**config.mk**
```make
export PLATFORM = sky130hd
export DESIGN_NAME = hdr_byte_tracker_flat
export DESIGN_NICKNAME = d
export VERILOG_FILES = /design/src/rtl/hdr_byte_tracker_if.sv /design/src/rtl/hdr_byte_tracker.sv /design/src/flat_wrapper.sv
export SDC_FILE = /design/constraint.sdc
export NUM_CORES = 1
export LEC_CHECK = 0
export ABC_AREA = 1
export ABC_CLOCK_PERIOD_IN_PS = 15800
export BUFFER_PORTS_ARGS = -buffer_cell sky130_fd_sc_hd__buf_4
export CAP_MARGIN = 15
export CORE_AREA = 2 2 81 83
export DETAILED_ROUTE_END_ITERATION = 10
export DIE_AREA = 0 0 83 85
export PLACE_DENSITY_LB_ADDON = 0.3
export SYNTH_ARGS = -nofsm -noshare
export SYNTH_HDL_FRONTEND = slang
export SYNTH_SLANG_ARGS = --single-unit
```
**constraint.sdc**
```tcl
create_clock -name clk -period 15.8 [get_ports clk]
set_input_delay 1.58 -clock clk [delete_from_list [all_inputs] [get_ports clk]]
set_output_delay 1.58 -clock clk [all_outputs]
set_load 0.005 [all_outputs]
```
**src/rtl/hdr_byte_tracker_if.sv**
```systemverilog
// Beat-side control bundle between the parser pipeline and hdr_byte_tracker.
// HDR_LEN_UPDATE_EN adds the header-growth inputs hdr_len_upd / hdr_len_add.
interface hdr_byte_tracker_if #(
    parameter int DATA_WIDTH = 64,
    parameter int CNT_WIDTH  = 16
);
    localparam int BPB    = DATA_WIDTH / 8;
    localparam int LANE_W = (BPB > 1) ? $clog2(BPB) : 1;

    logic                 frame_start;
    logic [7:0]           hdr_len;
    logic                 beat_accept;
    logic [BPB-1:0]       beat_keep;
    logic                 beat_last;
`ifdef HDR_LEN_UPDATE_EN
    logic                 hdr_len_upd;
    logic [7:0]           hdr_len_add;
`endif
    logic                 in_header;
    logic [CNT_WIDTH-1:0] beat_offset;
    logic                 header_done;
    logic                 hdr_split;
    logic [LANE_W-1:0]    hdr_split_lane;
    logic                 runt_err;
    logic                 frame_done;
    logic [CNT_WIDTH-1:0] frame_bytes;

    modport master (
        output frame_start, hdr_len, beat_accept, beat_keep, beat_last,
`ifdef HDR_LEN_UPDATE_EN
        output hdr_len_upd, hdr_len_add,
`endif
        input  in_header, beat_offset, header_done, hdr_split, hdr_split_lane,
        input  runt_err, frame_done, frame_bytes
    );

    modport slave (
        input  frame_start, hdr_len, beat_accept, beat_keep, beat_last,
`ifdef HDR_LEN_UPDATE_EN
        input  hdr_len_upd, hdr_len_add,
`endif
        output in_header, beat_offset, header_done, hdr_split, hdr_split_lane,
        output runt_err, frame_done, frame_bytes
    );
endinterface

```
**src/rtl/hdr_byte_tracker.sv**
```systemverilog
// Per-frame byte position tracker: header completion, payload start lane, runt and length.
// Optional macro HDR_LEN_UPDATE_EN enables in-header growth of the header length.
module hdr_byte_tracker #(
    parameter int DATA_WIDTH    = 64,
    parameter int MIN_HDR_BYTES = 14,
    parameter int MAX_HDR_BYTES = 64,
    parameter int CNT_WIDTH     = 16
) (
    input  logic              clk,
    input  logic              rst,
    hdr_byte_tracker_if.slave bus
);
    localparam int BPB    = DATA_WIDTH / 8;
    localparam int LANE_W = (BPB > 1) ? $clog2(BPB) : 1;
    localparam int NB_W   = $clog2(BPB + 1);

    typedef enum logic [1:0] {S_IDLE, S_HDR, S_PAY} state_t;

    state_t               r_state, w_state_cur, w_state_next;
    logic [CNT_WIDTH-1:0] r_count, w_count_cur, w_count_next, w_next_cnt, w_diff;
    logic [CNT_WIDTH:0]   w_sum;
    logic [7:0]           r_hdr_len, w_hdr_cur, w_hdr_next, w_hdr_start;
    logic [NB_W-1:0]      w_nb;
    logic                 r_header_done, w_header_done_next;
    logic                 r_hdr_split, w_hdr_split_next;
    logic [LANE_W-1:0]    r_split_lane, w_split_lane_next;
    logic                 r_runt_err, w_runt_err_next;
    logic                 r_frame_done, w_frame_done_next;
    logic [CNT_WIDTH-1:0] r_frame_bytes, w_frame_bytes_next;

    always_comb begin
        w_nb = '0;
        for (int i = 0; i < BPB; i++) begin
            w_nb = w_nb + NB_W'(bus.beat_keep[i]);
        end
    end

    // hdr_len of 0 means "use the minimum Ethernet header"
    always_comb begin
        if (bus.hdr_len == 8'd0)
            w_hdr_start = 8'(MIN_HDR_BYTES);
        else if (bus.hdr_len > 8'(MAX_HDR_BYTES))
            w_hdr_start = 8'(MAX_HDR_BYTES);
        else
            w_hdr_start = bus.hdr_len;
    end

`ifdef HDR_LEN_UPDATE_EN
    logic [8:0] w_hdr_grow_sum;
    logic [7:0] w_hdr_grown;
    assign w_hdr_grow_sum = {1'b0, r_hdr_len} + {1'b0, bus.hdr_len_add};
    assign w_hdr_grown    = (w_hdr_grow_sum > 9'(MAX_HDR_BYTES)) ? 8'(MAX_HDR_BYTES)
                                                                  : w_hdr_grow_sum[7:0];
`endif

    always_comb begin
        // frame_start redefines the frame context before the beat is applied
        w_state_cur = r_state;
        w_count_cur = r_count;
        w_hdr_cur   = r_hdr_len;
        if (bus.frame_start) begin
            w_state_cur = S_HDR;
            w_count_cur = '0;
            w_hdr_cur   = w_hdr_start;
        end
`ifdef HDR_LEN_UPDATE_EN
        else if (r_state == S_HDR && bus.hdr_len_upd) begin
            w_hdr_cur = w_hdr_grown;
        end
`endif
        w_sum      = {1'b0, w_count_cur} + (CNT_WIDTH + 1)'(w_nb);
        w_next_cnt = w_sum[CNT_WIDTH] ? '1 : w_sum[CNT_WIDTH-1:0];
        w_diff     = CNT_WIDTH'(w_hdr_cur) - w_count_cur;

        w_state_next       = w_state_cur;
        w_count_next       = w_count_cur;
        w_hdr_next         = w_hdr_cur;
        w_header_done_next = 1'b0;
        w_hdr_split_next   = 1'b0;
        w_split_lane_next  = '0;
        w_runt_err_next    = 1'b0;
        w_frame_done_next  = 1'b0;
        w_frame_bytes_next = r_frame_bytes;

        if (bus.beat_accept && w_state_cur != S_IDLE) begin
            w_count_next = w_next_cnt;
            if (w_state_cur == S_HDR) begin
                if (w_next_cnt >= CNT_WIDTH'(w_hdr_cur)) begin
                    w_state_next       = S_PAY;
                    w_header_done_next = 1'b1;
                    w_hdr_split_next   = (w_next_cnt > CNT_WIDTH'(w_hdr_cur));
                    w_split_lane_next  = LANE_W'(w_diff % CNT_WIDTH'(BPB));
                end else if (bus.beat_last) begin
                    w_runt_err_next = 1'b1;
                end
            end
            if (bus.beat_last) begin
                w_state_next       = S_IDLE;
                w_frame_done_next  = 1'b1;
                w_frame_bytes_next = w_next_cnt;
            end
        end
    end

    always_ff @(posedge clk) begin
        if (rst) begin
            r_state       <= S_IDLE;
            r_count       <= '0;
            r_hdr_len     <= '0;
            r_header_done <= 1'b0;
            r_hdr_split   <= 1'b0;
            r_split_lane  <= '0;
            r_runt_err    <= 1'b0;
            r_frame_done  <= 1'b0;
            r_frame_bytes <= '0;
        end else begin
            r_state       <= w_state_next;
            r_count       <= w_count_next;
            r_hdr_len     <= w_hdr_next;
            r_header_done <= w_header_done_next;
            r_hdr_split   <= w_hdr_split_next;
            r_split_lane  <= w_split_lane_next;
            r_runt_err    <= w_runt_err_next;
            r_frame_done  <= w_frame_done_next;
            r_frame_bytes <= w_frame_bytes_next;
        end
    end

    assign bus.in_header      = (r_state == S_HDR);
    assign bus.beat_offset    = r_count;
    assign bus.header_done    = r_header_done;
    assign bus.hdr_split      = r_hdr_split;
    assign bus.hdr_split_lane = r_split_lane;
    assign bus.runt_err       = r_runt_err;
    assign bus.frame_done     = r_frame_done;
    assign bus.frame_bytes    = r_frame_bytes;

`ifndef SYNTHESIS
    always_ff @(posedge clk) begin
        if (!rst && bus.beat_accept) begin
            assert (((bus.beat_keep + BPB'(1)) & bus.beat_keep) == '0)
                else $error("beat_keep not contiguous from lane 0");
            assert (bus.beat_keep != '0 || bus.beat_last)
                else $error("empty beat_keep on non-last beat");
        end
        if (!rst) begin
            assert (!(r_header_done && r_runt_err))
                else $error("header_done and runt_err together");
        end
    end
`endif
endmodule
```
**src/flat_wrapper.sv**
```systemverilog
// flat-port wrapper written by rule: the top's interface ports become plain ports
module hdr_byte_tracker_flat 
#(
    parameter int DATA_WIDTH    = 64,
    parameter int MIN_HDR_BYTES = 14,
    parameter int MAX_HDR_BYTES = 64,
    parameter int CNT_WIDTH     = 16
)
  (clk, rst, bus_frame_start, bus_hdr_len, bus_beat_accept, bus_beat_keep, bus_beat_last, bus_in_header, bus_beat_offset, bus_header_done, bus_hdr_split, bus_hdr_split_lane, bus_runt_err, bus_frame_done, bus_frame_bytes);
  hdr_byte_tracker_if #(.DATA_WIDTH(DATA_WIDTH), .CNT_WIDTH(CNT_WIDTH)) bus_i ();
  input  logic clk;
  input  logic rst;
  input wire logic [$bits(bus_i.frame_start)-1:0] bus_frame_start;
  input wire logic [$bits(bus_i.hdr_len)-1:0] bus_hdr_len;
  input wire logic [$bits(bus_i.beat_accept)-1:0] bus_beat_accept;
  input wire logic [$bits(bus_i.beat_keep)-1:0] bus_beat_keep;
  input wire logic [$bits(bus_i.beat_last)-1:0] bus_beat_last;
  output wire logic [$bits(bus_i.in_header)-1:0] bus_in_header;
  output wire logic [$bits(bus_i.beat_offset)-1:0] bus_beat_offset;
  output wire logic [$bits(bus_i.header_done)-1:0] bus_header_done;
  output wire logic [$bits(bus_i.hdr_split)-1:0] bus_hdr_split;
  output wire logic [$bits(bus_i.hdr_split_lane)-1:0] bus_hdr_split_lane;
  output wire logic [$bits(bus_i.runt_err)-1:0] bus_runt_err;
  output wire logic [$bits(bus_i.frame_done)-1:0] bus_frame_done;
  output wire logic [$bits(bus_i.frame_bytes)-1:0] bus_frame_bytes;
  assign bus_i.frame_start = bus_frame_start;
  assign bus_i.hdr_len = bus_hdr_len;
  assign bus_i.beat_accept = bus_beat_accept;
  assign bus_i.beat_keep = bus_beat_keep;
  assign bus_i.beat_last = bus_beat_last;
  assign bus_in_header = bus_i.in_header;
  assign bus_beat_offset = bus_i.beat_offset;
  assign bus_header_done = bus_i.header_done;
  assign bus_hdr_split = bus_i.hdr_split;
  assign bus_hdr_split_lane = bus_i.hdr_split_lane;
  assign bus_runt_err = bus_i.runt_err;
  assign bus_frame_done = bus_i.frame_done;
  assign bus_frame_bytes = bus_i.frame_bytes;
  hdr_byte_tracker #(.DATA_WIDTH(DATA_WIDTH), .MIN_HDR_BYTES(MIN_HDR_BYTES), .MAX_HDR_BYTES(MAX_HDR_BYTES), .CNT_WIDTH(CNT_WIDTH)) u_core (.clk(clk), .rst(rst), .bus(bus_i));
endmodule
```
## After elaboration in Yosys (flattened, before gate mapping)

Index checks and enable logic that the tools add are counted.

- Bits in registers: 49
- Input bits: 21
- Output and inout port bits: 40

- Add/subtract/negate cells: 9
- Magnitude comparators: 3
- Equality and inequality tests: 2
- Mux-type cells: 13
- Bitwise gates (word level): 3
- Reductions and logical operators: 8

Operators with widths:

| kind | number |
|---|---|
| 16-bit 2-to-1 mux | 3 |
| 4-bit by 1-bit adder with 4-bit output | 6 |
| 8-bit 2-to-1 mux | 3 |
| 16-bit by 4-bit adder with 17-bit output | 1 |
| 16-bit by 8-bit greater-or-equal comparator with 1-bit output | 1 |
| 16-bit by 8-bit > comparator with 1-bit output | 1 |
| 2-bit 2-to-1 mux | 5 |
| 8-bit by 7-bit > comparator with 1-bit output, second input constant | 1 |
| 8-bit logical NOT | 1 |
| 4-bit OR reduction | 2 |
| 2-bit by 1-bit equality test with 1-bit output, second input constant | 2 |
| 1-bit NOT | 3 |
| 3-bit OR reduction | 1 |
| 3-bit subtractor | 1 |
| 1-bit by 1-bit adder with 2-bit output | 1 |
| 1-bit 2-to-1 mux | 2 |
| 2-bit AND reduction | 1 |
| 2-bit nonzero test | 1 |
| 2-bit OR reduction | 1 |
| 1-bit logical AND | 1 |

## Longest topological paths before layout

Gate-level depths: netlist (run 1).

- Depth in word-level cells: 14
- Mapped depth: 27

## Worst setup path after synthesis (run 1)

Ideal clock, no wire load.

- Path type: input port to flip-flop
- From: input port bus_beat_keep[0]
- To: register u_core.r_split_lane[0], in the netlist u_core.bus.hdr_split_lane[0]
- Library setup time: 0.111 ns
- Data arrival time: 6.254 ns
- Data required time: 15.689 ns
- Path slack: 9.434 ns
- Stages: 25
- Path buffers: 0
- Path through: ha_1 > inv_1 > fa_1 > fa_1 > inv_1 > fa_1 > fa_1 > inv_1 > fa_1 > inv_1 > nand3_1 > nand2_1 > nand2_1 > nor2_1 > nand2_1 > inv_1 > nor2_1 > inv_1 > ha_1 > a21oi_1 > nor2_1 > nor4_1 > nand4_4 > nand2_4 > nor2_1

- Longest elaborated chain between the ends: 12

Ends and longest elaborated chain:

| item | RTL line | RTL |
|---|---|---|
| from (decl) | flat_wrapper.sv:16 | `input wire logic [$bits(bus_i.beat_keep)-1:0] bus_beat_keep;` |
| 1-bit by 1-bit adder with 2-bit output | hdr_byte_tracker.sv:34 | `w_nb = w_nb + NB_W'(bus.beat_keep[i]);` |
| 4-bit by 1-bit adder with 4-bit output (6 in series) | hdr_byte_tracker.sv:34 |  |
| 16-bit by 4-bit adder with 17-bit output | hdr_byte_tracker.sv:71 | `w_sum = {1'b0, w_count_cur} + (CNT_WIDTH + 1)'(w_nb);` |
| 16-bit 2-to-1 mux | hdr_byte_tracker.sv:72 | `w_next_cnt = w_sum[CNT_WIDTH] ? '1 : w_sum[CNT_WIDTH-1:0];` |
| named net u_core.w_next_cnt[5] | hdr_byte_tracker.sv:20 | `logic [CNT_WIDTH-1:0] r_count, w_count_cur, w_count_next, w_next_cnt, w_diff;` |
| 16-bit by 8-bit greater-or-equal comparator with 1-bit output | hdr_byte_tracker.sv:88 | `if (w_next_cnt >= CNT_WIDTH'(w_hdr_cur)) begin` |
| 1-bit NOT (no source line) | n/a |  |
| 4-bit OR reduction (no source line) | n/a |  |
| to (signal assigned) | hdr_byte_tracker.sv:122 | `r_split_lane <= w_split_lane_next;` |
| to (decl) | hdr_byte_tracker.sv:26 | `logic [LANE_W-1:0] r_split_lane, w_split_lane_next;` |

The timed path passes the listed nets, and every way through them passes these cells.
A chain may end at the register's enable or synchronous reset.

## Final worst setup path (run 1)

- From: input port bus_beat_keep[0]
- To: register u_core.r_split_lane[1], in the netlist u_core.bus.hdr_split_lane[1]

The elaborated chain is that of the path after synthesis.

==> results.md, run 1 <==
* Yosys reg bits at 49
* Area contributors post-synth: dfxtp_1 33%, inv_1 9.5%, nand2_1 9.3%
* Req. time, crit path at 16.01 ns
* CTS buffer count at 5
* P_leak at between 0.0015 and 0.002 uW
* CP max stage delay at approximately 0.52 ns
* Reg2reg start: u_core.bus.beat_offset[0]
* Avg Cell Area, Syn at around 7 um^2
* Largest family of logic cells by synthesized area: simple AND/OR/NAND/NOR gates
* Reg2reg setup slack at about 12 ns
* Fmax at between 0.15 and 0.2 GHz
* Chip width at ~83 um
* Clock Tree Buf Depth at 2
* All-Layer GR Usage at 21.4%
* Gr ovfl total at 0
* Synth Flop Type: dfxtp_1
* Synth Area in Adders at roughly a tenth
* Sequential share of the synthesized area at around 33%
* Synth top area share at roughly a third
* IO Count at 61
* Vias in the first global route at 2680
* Clk root buf: clkbuf_8
* Crit Path Max Fanout at 6
* Max-cap violations at 0
* Vias after detailed routing at 2801
* Ant. Diodes at 0
* Most used cell, CP: inv_1
* Startpoint types: input pin
* Hold Buf Count CTS at 0
* DP Worst Slack at roughly 9 ns
* CTS H-Tree Depth at 2
* Minimum clock period after layout at about 6.5 ns
* TritonCTS Sinks at 49
* Critical path startpoint: bus_beat_keep[0]
* Post-CTS resize count at 0
* Final Routed Wirelength at approximately 7 mm
* Slew HR at ~52%
* Mapped Area at approximately 3000 um^2
* Port Buf Inserts at 60
* Leading area contributor after synthesis: dfxtp_1
* Hold_sp: u_core.r_hdr_len[7]
* Mux contribution to synthesized area at 0%
* Clk_lat worst skew at 0.31 ns
* Share of cells above drive strength 1 at about a fifth
* Worst slew pin tran at slightly above 0.7 ns
* Site row count at 29
* Hold Crit Class: flip-flop to flip-flop
* Final nets at 525
* CP max stage cell: fa_1
* Utilization after layout at about 58%
* Synth Area in Simple Gates at 30.0%
* Post-Route Skew at 0.00504 ns
* Post-synthesis compound-gate area fraction at 11.8%
* Gpl congestion at 0.918
* First-pass GRT wire length at 12.4 mm
* Syn_nets at between 400 and 500
* Post-DR wirelength/cell at around 13 um
* Initial detailed-routing violation count at 166
* Die area at between 7000 and 8000 um^2
* PwrDens at 83.9 nW/um^2
* VDD IR max at 0.0000394 V
* Ys Warns at 0
* Most common cell in the netlist: inv_1
* DP HPWL at ~5.6 mm
* Capturing point of the worst reg2reg path: u_core.bus.hdr_split_lane[1]
* Synth unique cells at 36
* CP Capture Point: u_core.bus.hdr_split_lane[1]
* DRC violations left at 0
* Hold Vio Cnt, Final at 0
* TNS Setup at 0 ns
* CP endpoint kind: flip-flop
* Slew Viols, Final at 0
* First-pass DRT Iterations at 4
* Core area at a little over 6000 um^2
* Setup CP Type: input pin to flip-flop
* R2R depth at 22
* Most instantiated cells after synthesis: 76 x inv_1, 74 x nand2_1, 49 x dfxtp_1
* Final worst-path cycle share at 41.2%
* Clock slew at reported path FFs at ~0.09 ns
* XOR/XNOR Fraction of Synth Area at 2.34%
* Initial Util at 48.3%
* Die Ht at roughly 85 um
* Final worst-path setup slack at around 9.3 ns
* RSZ-0062 raised after global routing: false
* Setup Viol. Count Final at 0
* Pin count of the biggest net entering global routing at 28
* Status: complete, no violations
* Via density per instance at 5.00
* Syn Inst Count at between 400 and 500
* Post-CTS setup buffer count at 0
* Initial antenna violation count at 0
* Layout area overhead at 19.4%
* Ys async rst share at 0%
* Crit path DAT at about 6.7 ns
* CTS tree: yes
* Final ANT Viol Nets at 0
* Post-synth EDFFs at 0
## critical path, delay by kind of cell
kind                       cells  cell delay, ns
adders and majority gates      7            2.84
and+or+nand+nor               10            1.48
buffers and inverters          8            0.67
AOI/OAI and AO/OA              2            0.18
## metrics by stage
stage	cell area, um^2	total power (uW)	cells	hold WS, ns
floorplan	3000	197	427	0.432
global placement	3480	224	552	0.460
detailed placement	3480	226	552	0.460
CTS	3580	302	560	0.476
global route	3580	322	560	0.498
finish	3580	300	560	0.472
## state kept, by name (all words and copies together), names as in the netlist
register,count
u_core.bus.beat_offset,16
u_core.bus.frame_bytes,16
u_core.r_hdr_len,8
u_core.bus.hdr_split_lane,3
u_core.r_state,2
u_core.bus.frame_done,1
u_core.bus.hdr_split,1
u_core.bus.header_done,1
u_core.bus.runt_err,1
## per-layer routing
| metal | share of wire [%] | vias to the layer above | GRT usage (%) |
|---|---|---|---|
| li1 | - | 1458 | - |
| met1 | 46 | 1267 | 28.5 |
| met2 | 47 | 68 | 35.8 |
| met3 | 5.6 | 8 | 3.70 |
| met4 | 1.1 | 0 | 6.11 |
| met5 | 0 | - | 0 |
## how the worst min path moves through the flow
stage / cells after the start / slack (ns) / end
2_1_floorplan: 2 / 0.43 / u_core.r_hdr_len[7]
3_3_place_gp: 2 / 0.46 / u_core.bus.frame_bytes[1]
3_5_place_dp: 2 / 0.46 / u_core.r_hdr_len[7]
4_1_cts: 2 / 0.48 / u_core.r_hdr_len[7]
5_1_grt: 2 / 0.50 / u_core.r_hdr_len[7]
6_report: 2 / 0.47 / u_core.r_hdr_len[7]
## power breakdown
group	switching [uW]	leakage [uW]	internal, uW	total (uW)
clock	45.2	0.0000364	31.1	76.3
combinational	52.4	0.00145	36.1	88.5
sequential	4.61	0.000400	130	135
## cell families after synthesis
logic type | count (synthesis)
xor gates and xnor gates | 8
and+or+nand+nor | 193
buffers and inverters | 93
DFF | 49
AOI/OAI and AO/OA | 62
adders and majority gates | 22
## cells in the final DEF, fill, tap and decap left out, types with 5 or more instances in the layout
cell and count:
clkbuf_8 5, ha_1 16, a21oi_1 19, nand2_1 74, nand3_1 42, inv_1 76, xor2_1 6, a21oi_2 5
buf_4 61, dfxtp_1 49, nor2_2 7, o21ai_0 29, fa_1 6, nor2_1 48
## final cells by class
cell class                 count  area [um^2]
timing repair buffer          61          458
fill                         614         2630
inverter                      80          305
tap                           77         96.3
multi-input combinational    285         1640
clock buffer                   5         68.8
sequential                    49          981
clock inverter                 3         22.5
(Power assumes the default switching activity.)
==> inputs of run 2 (changes only) <==
--- a/config.mk
+++ b/config.mk
@@ -6,7 +6,7 @@
 export NUM_CORES = 1
 export LEC_CHECK = 0
 export ABC_AREA = 1
-export ABC_CLOCK_PERIOD_IN_PS = 15800
+export ABC_CLOCK_PERIOD_IN_PS = 6730
 export BUFFER_PORTS_ARGS = -buffer_cell sky130_fd_sc_hd__buf_4
 export CAP_MARGIN = 15
 export CORE_AREA = 2 2 81 83
==> constraint.sdc (replaced) <==
create_clock -name clk -period 6.73 [get_ports clk]
set_input_delay 0.673 -clock clk [delete_from_list [all_inputs] [get_ports clk]]
set_output_delay 0.673 -clock clk [all_outputs]
set_load 0.005 [all_outputs]
==> results.md, run 2 (synthesis results as in run 1) <==
* Port Buf Inserts at 60 (unchanged)
* Slew Viols, Final at 0 (unchanged)
* TNS Setup at 0 ns (unchanged)
* Most used cell, CP: inv_1
* Share of cells above drive strength 1 at 20.3% (unchanged)
* Hold Buf Count CTS at 0 (unchanged)
* Layout area overhead at 19.4% (unchanged)
* CTS buffer count at 5 (unchanged)
* Power share of the clock group at 25.4% (about the same)
* Post-CTS setup buffer count at 0 (unchanged)
* Status: complete, no violations
* Post-DR wirelength/cell at 12.9 um (+0.25%)
* Reg power frac at 45.0% (about the same)
* Core area at 6200 um^2 (unchanged)
* Pin count of the biggest net entering global routing at 28 (unchanged)
* Setup CP Type: input pin to flip-flop
* Commonest non-fill, non-tap cell in the layout: inv_1
* Int Pwr at 464 uW (+130%)
* Initial Util at 48.3% (unchanged)
* Crit path DAT at 5.83 ns (-0.90 ns)
* Clk_lat worst skew at 0.31 ns (about the same)
* Initial antenna violation count at 0 (unchanged)
* First-pass GRT wire length at 12.1 mm (-2.0%)
* Hold Crit Class: flip-flop to flip-flop
* DRC violations left at 0 (unchanged)
* Gr ovfl total at 0 (unchanged)
* Initial detailed-routing violation count at 186 (+12%)
* Sw Share at 34.0% (-0.046 points)
* Setup Viol. Count Final at 0 (unchanged)
* Crit Path Max Fanout at 6 (unchanged)
* First-pass DRT Iterations at 4 (unchanged)
* Dpl cells at 552 (unchanged)
* RSZ-0062 raised after global routing: false
* CP endpoint kind: flip-flop
* DP HPWL at 5.62 mm (about the same)
* Clock Tree Buf Depth at 2 (unchanged)
* Power share of the combinational group at 29.6% (about the same)
* Vias in the first global route at 2719 (+1.5%)
* All-Layer GR Usage at 21.0% (-0.39 points)
* Final ANT Viol Nets at 0 (unchanged)
* Clock slew at reported path FFs at 0.10 ns (about the same)
* CTS tree: yes
* Switch Pwr at 240 uW (+130%)
* Gpl congestion at 0.918 (about the same)
* Vias after detailed routing at 2793 (-0.29%)
* Chip width at 83 um (unchanged)
* TritonCTS Sinks at 49 (unchanged)
* DP Worst Slack at 0.809 ns (-8.17 ns)
* P_leak at 0.00189 uW (unchanged)
* Startpoint types: input pin
* Max-cap violations at 0 (unchanged)
* PwrDens at 197 nW/um^2 (+130%)
* CTS H-Tree Depth at 2 (unchanged)
* Clk root buf: clkbuf_8
* Ant. Diodes at 0 (unchanged)
* Via density per instance at 4.99 (-0.29%)
* Worst slew pin tran at 0.736 ns (+0.0257 ns)
* VDD IR max at 0.000103 V (+160%)
* Hold Vio Cnt, Final at 0 (unchanged)
* Fmax at about 0.18 GHz
* Most frequent cells in the layout: 76 x inv_1, 74 x nand2_1, 61 x buf_4
* Final Routed Wirelength at 7.22 mm (+0.25%)
* IO Count at 61 (unchanged)
* Post-CTS resize count at 0 (unchanged)
* Site row count at 29 (unchanged)
* Slew HR at 50.6% (-1.7 points)
* Req. time, crit path at 6.93 ns (-9.08 ns)
* Fin cells at 560 (unchanged)
* Final worst-path setup slack at 1.11 ns (-8.18 ns)
* Die area at 7060 um^2 (unchanged)
* Final worst-path cycle share at 83.5%
* Die Ht at 85 um (unchanged)
* CP max stage delay at 0.53 ns (about the same)
* CP max stage cell: fa_1
* Post-Route Skew at 0.0111 ns (+0.00602 ns)
* Minimum clock period after layout at around 5.6 ns
* Final nets at 525 (unchanged)
## run 2: cell counts in the layout (fill, tap and decap cells not counted)
Identical to the previous run, type by type.
## run 2: power by group through the flow
| stage | combinational (uW) | clock, uW | sequential [uW] |
|---|---|---|---|
| 3_5_place_dp | 207 | 0 | 324 |
| 6_report | 208 | 179 | 317 |
| 4_1_cts | 209 | 181 | 317 |
| 2_1_floorplan | 140 | 0 | 323 |
| 5_1_grt | 238 | 195 | 319 |
| 3_3_place_gp | 202 | 0 | 323 |
## run 2: metal layers
layer / track usage, % / vias to the layer above / routed length (um)
li1: - / 1456 / -
met1: 27.6 / 1266 / 3420
met2: 35.3 / 66 / 3420
met3: 3.99 / 5 / 326
met4: 5.81 / 0 / 66
met5: 0 / - / 0
## run 2: worst paths after layout
| kind | startpoint | to | slack (ns) | depth (start not counted) |
|---|---|---|---|---|
| worst max register to register | u_core.bus.beat_offset[0] | u_core.bus.hdr_split_lane[1] | 3.16 | 22 |
| worst min-delay path | u_core.r_hdr_len[7] | u_core.r_hdr_len[7] | 0.47 | 2 |
| worst min register to register | u_core.r_hdr_len[7] | u_core.r_hdr_len[7] | 0.47 | 2 |
| worst max-delay path | bus_beat_keep[0] | u_core.bus.hdr_split_lane[1] | 1.11 | 27 |
## run 2: through the flow
step	utilization (%)	total power, uW	hold slack, ns	instance area [um^2]
after floorplan	-	463	0.432	3000
after global placement	56.2	525	0.460	3480
after detailed placement	56.2	531	0.460	3480
after CTS	57.6	706	0.475	3580
after global routing	57.6	753	0.498	3580
final	57.6	704	0.472	3580
## run 2: cell type report
class	count	area, um^2
fillers	612	2630
well taps	77	96.3
inverters	80	305
multi-input cells	285	1640
clock buffers	5	68.8
repair buffers	61	458
flip-flops and latches	49	981
clock inverters	3	22.5
## run 2: critical path, delay by kind of cell
family,cells,cell delay [ns]
compound gates,2,0.17
fa+ha+maj,7,2.82
buf+inv,8,0.66
simple gates,10,1.48
==> inputs of run 3 (changes only) <==
--- a/config.mk
+++ b/config.mk
@@ -6,7 +6,7 @@
 export NUM_CORES = 1
 export LEC_CHECK = 0
 export ABC_AREA = 1
-export ABC_CLOCK_PERIOD_IN_PS = 6730
+export ABC_CLOCK_PERIOD_IN_PS = 4600
 export BUFFER_PORTS_ARGS = -buffer_cell sky130_fd_sc_hd__buf_4
 export CAP_MARGIN = 15
 export CORE_AREA = 2 2 81 83
==> constraint.sdc (replaced) <==
create_clock -name clk -period 4.6 [get_ports clk]
set_input_delay 0.46 -clock clk [delete_from_list [all_inputs] [get_ports clk]]
set_output_delay 0.46 -clock clk [all_outputs]
set_load 0.005 [all_outputs]
==> results.md, run 3 (synthesis results as in run 1) <==
* Chip width at 83 um (unchanged)
* Sw Share at 33.0% (-0.99 points)
* Reg area at 981 um^2 (unchanged)
* Fin cells at 608 (+8.6%)
* Post-Route Skew at 0.00583 ns (-0.00523 ns)
* Final nets at 573 (+9.1%)
* Clk root buf: clkbuf_8
* Clock Tree Buf Depth at 2 (unchanged)
* Post-DR wirelength/cell at 14.2 um (+9.8%)
* Final worst-path cycle share at 102%
* Req. time, crit path at 4.81 ns (-2.12 ns)
* CP max stage cell: fa_2
* CTS H-Tree Depth at 2 (unchanged)
* Tot Pwr at 1220 uW (+73%)
* Int Pwr at 817 uW (+76%)
* Commonest non-fill, non-tap cell in the layout: buf_4
* CP max stage delay at 0.57 ns (+0.04 ns)
* IO Count at 61 (unchanged)
* PwrDens at 293 nW/um^2 (+49%)
* Setup Viol. Count Final at 9 (+9)
* Setup CP Type: input pin to flip-flop
* Max-cap violations at 0 (unchanged)
* DRC violations left at 0 (unchanged)
* Switch Pwr at 403 uW (+68%)
* Slew Viols, Final at 0 (unchanged)
* Final worst-path setup slack at -0.0855 ns (-1.19 ns)
* First-pass GRT wire length at 13.1 mm (+8.0%)
* Area of the multi-input gates at 1830 um^2 (+12%)
* Via density per instance at 5.14 (+3.1%)
* Core area at 6200 um^2 (unchanged)
* Final instance area at 4170 um^2 (+16%)
* Post-placement cell area at 3770 um^2 (+8.1%)
* Utilization after layout at 67.1% (+9.5 points)
* Hold Buf Count CTS at 0 (unchanged)
* Slew HR at 51.4% (+0.80 points)
* TritonCTS Sinks at 49 (unchanged)
* CP endpoint kind: flip-flop
* Dpl cells at 582 (+5.4%)
* Clock slew at reported path FFs at 0.09 ns (about the same)
* Vias in the first global route at 2800 (+3.0%)
* Layout area overhead at 39.1%
* Die area at 7060 um^2 (unchanged)
* All-Layer GR Usage at 23.0% (+2.0 points)
* DP HPWL at 6.03 mm (+7.3%)
* CTS buffer count at 5 (unchanged)
* Clk_lat worst skew at 0.31 ns (about the same)
* Fmax at 0.213 GHz
* Gr ovfl total at 0 (unchanged)
* Site row count at 29 (unchanged)
* Filler instances at 548 (-10%)
* First-pass DRT Iterations at 5 (+1)
* RSZ-0062 raised after global routing: true
* VDD IR max at 0.000180 V (+74%)
* Vias after detailed routing at 3127 (+12%)
* Reg2reg start: u_core.bus.beat_offset[0]
* Minimum clock period after layout at roughly 4.7 ns
* Initial antenna violation count at 0 (unchanged)
* Power share of the combinational group at 35.9% (+6.3 points)
* Port Buf Inserts at 60 (unchanged)
* Share of cells above drive strength 1 at 35.2% (+15 points)
* Hold_sp: u_core.bus.frame_bytes[1]
* Startpoint types: input pin
* Reg power frac at 38.1% (-6.9 points)
* Status: complete, but fails checks
* Crit path DAT at 4.90 ns (-0.93 ns)
* Final ANT Viol Nets at 0 (unchanged)
* Hold Vio Cnt, Final at 0 (unchanged)
* Delay-heaviest family, CP: adder cells
* Pin count of the biggest net entering global routing at 28 (unchanged)
* P_leak at 0.00218 uW (+15%)
* Ant. Diodes at 0 (unchanged)
* Power share of the clock group at 26.1% (+0.7 points)
* CTS tree: yes
* Gpl congestion at 0.979 (+6.7%)
* Most frequent cells in the layout: 107 x buf_4, 67 x inv_1, 65 x nand2_1
* Critical path startpoint: bus_beat_keep[0]
* Initial Util at 48.3% (unchanged)
* Failing checks: negative setup slack
* Worst slew pin tran at 0.724 ns (-0.0120 ns)
* Hold Crit Class: flip-flop to flip-flop
* Crit Path Max Fanout at 6 (unchanged)
* Initial detailed-routing violation count at 204 (+9.7%)
* Worst path bufs/invs at 8 (unchanged)
* Die Ht at 85 um (unchanged)
* Final Routed Wirelength at 8.61 mm (+19%)
## run 3: final timing paths
| check | endpoint | depth (start not counted) | slack [ns] |
|---|---|---|---|
| max | u_core.bus.hdr_split_lane[0] | 27 | -0.09 |
| min | u_core.bus.frame_bytes[1] | 2 | 0.48 |
| max reg2reg | u_core.bus.hdr_split_lane[0] | 22 | 1.52 |
| min reg2reg | u_core.bus.frame_bytes[1] | 2 | 0.48 |
## run 3: metrics by stage
step           hold WS [ns]  setup TNS, ns  setup slack (ns)
6_report              0.477         -0.576           -0.0855
3_3_place_gp          0.443          -2.80            -0.380
3_5_place_dp          0.449          -3.87            -0.519
2_1_floorplan         0.432          -1.15            -0.182
4_1_cts               0.464         -0.517           -0.0895
5_1_grt               0.501          -2.66            -0.330
## run 3: routing by layer
layer / GRT usage [%] / wire length (um)
met1: 30.3 / 3800
met2: 40.0 / 4200
met3: 2.53 / 476
met4: 6.56 / 131
met5: 0 / 0
## run 3: area by class of cell
class                   instances  share of cell area, %
clock inverters                 3                   1.11
well taps                      77                   2.31
inverters                      80                   7.51
multi-input cells             285                   44.0
flip-flops and latches         49                   23.6
clock buffers                   5                   1.65
repair buffers                109                   19.8
## run 3: power groups by stage
stage	clock, uW	sequential, uW	combinational [uW]
2_1_floorplan	0	473	211
3_3_place_gp	0	473	349
3_5_place_dp	0	474	360
4_1_cts	322	464	388
5_1_grt	338	467	481
6_report	318	464	437
## run 3: timing repair
item | in CTS | in global routing
gates resized for setup | 13 | 24
setup buffers | 12 | 6
pin swaps | 12 | 5
setup endpoints to repair | 8 | 9
## run 3: worst reg2reg max path, delay by kind of cell (launching register included)
kind | cells | cell delay, ns
simple gates | 11 | 1.09
fa+ha+maj | 3 | 0.80
buf+inv | 6 | 0.55
flops | 1 | 0.36
compound gates | 2 | 0.21
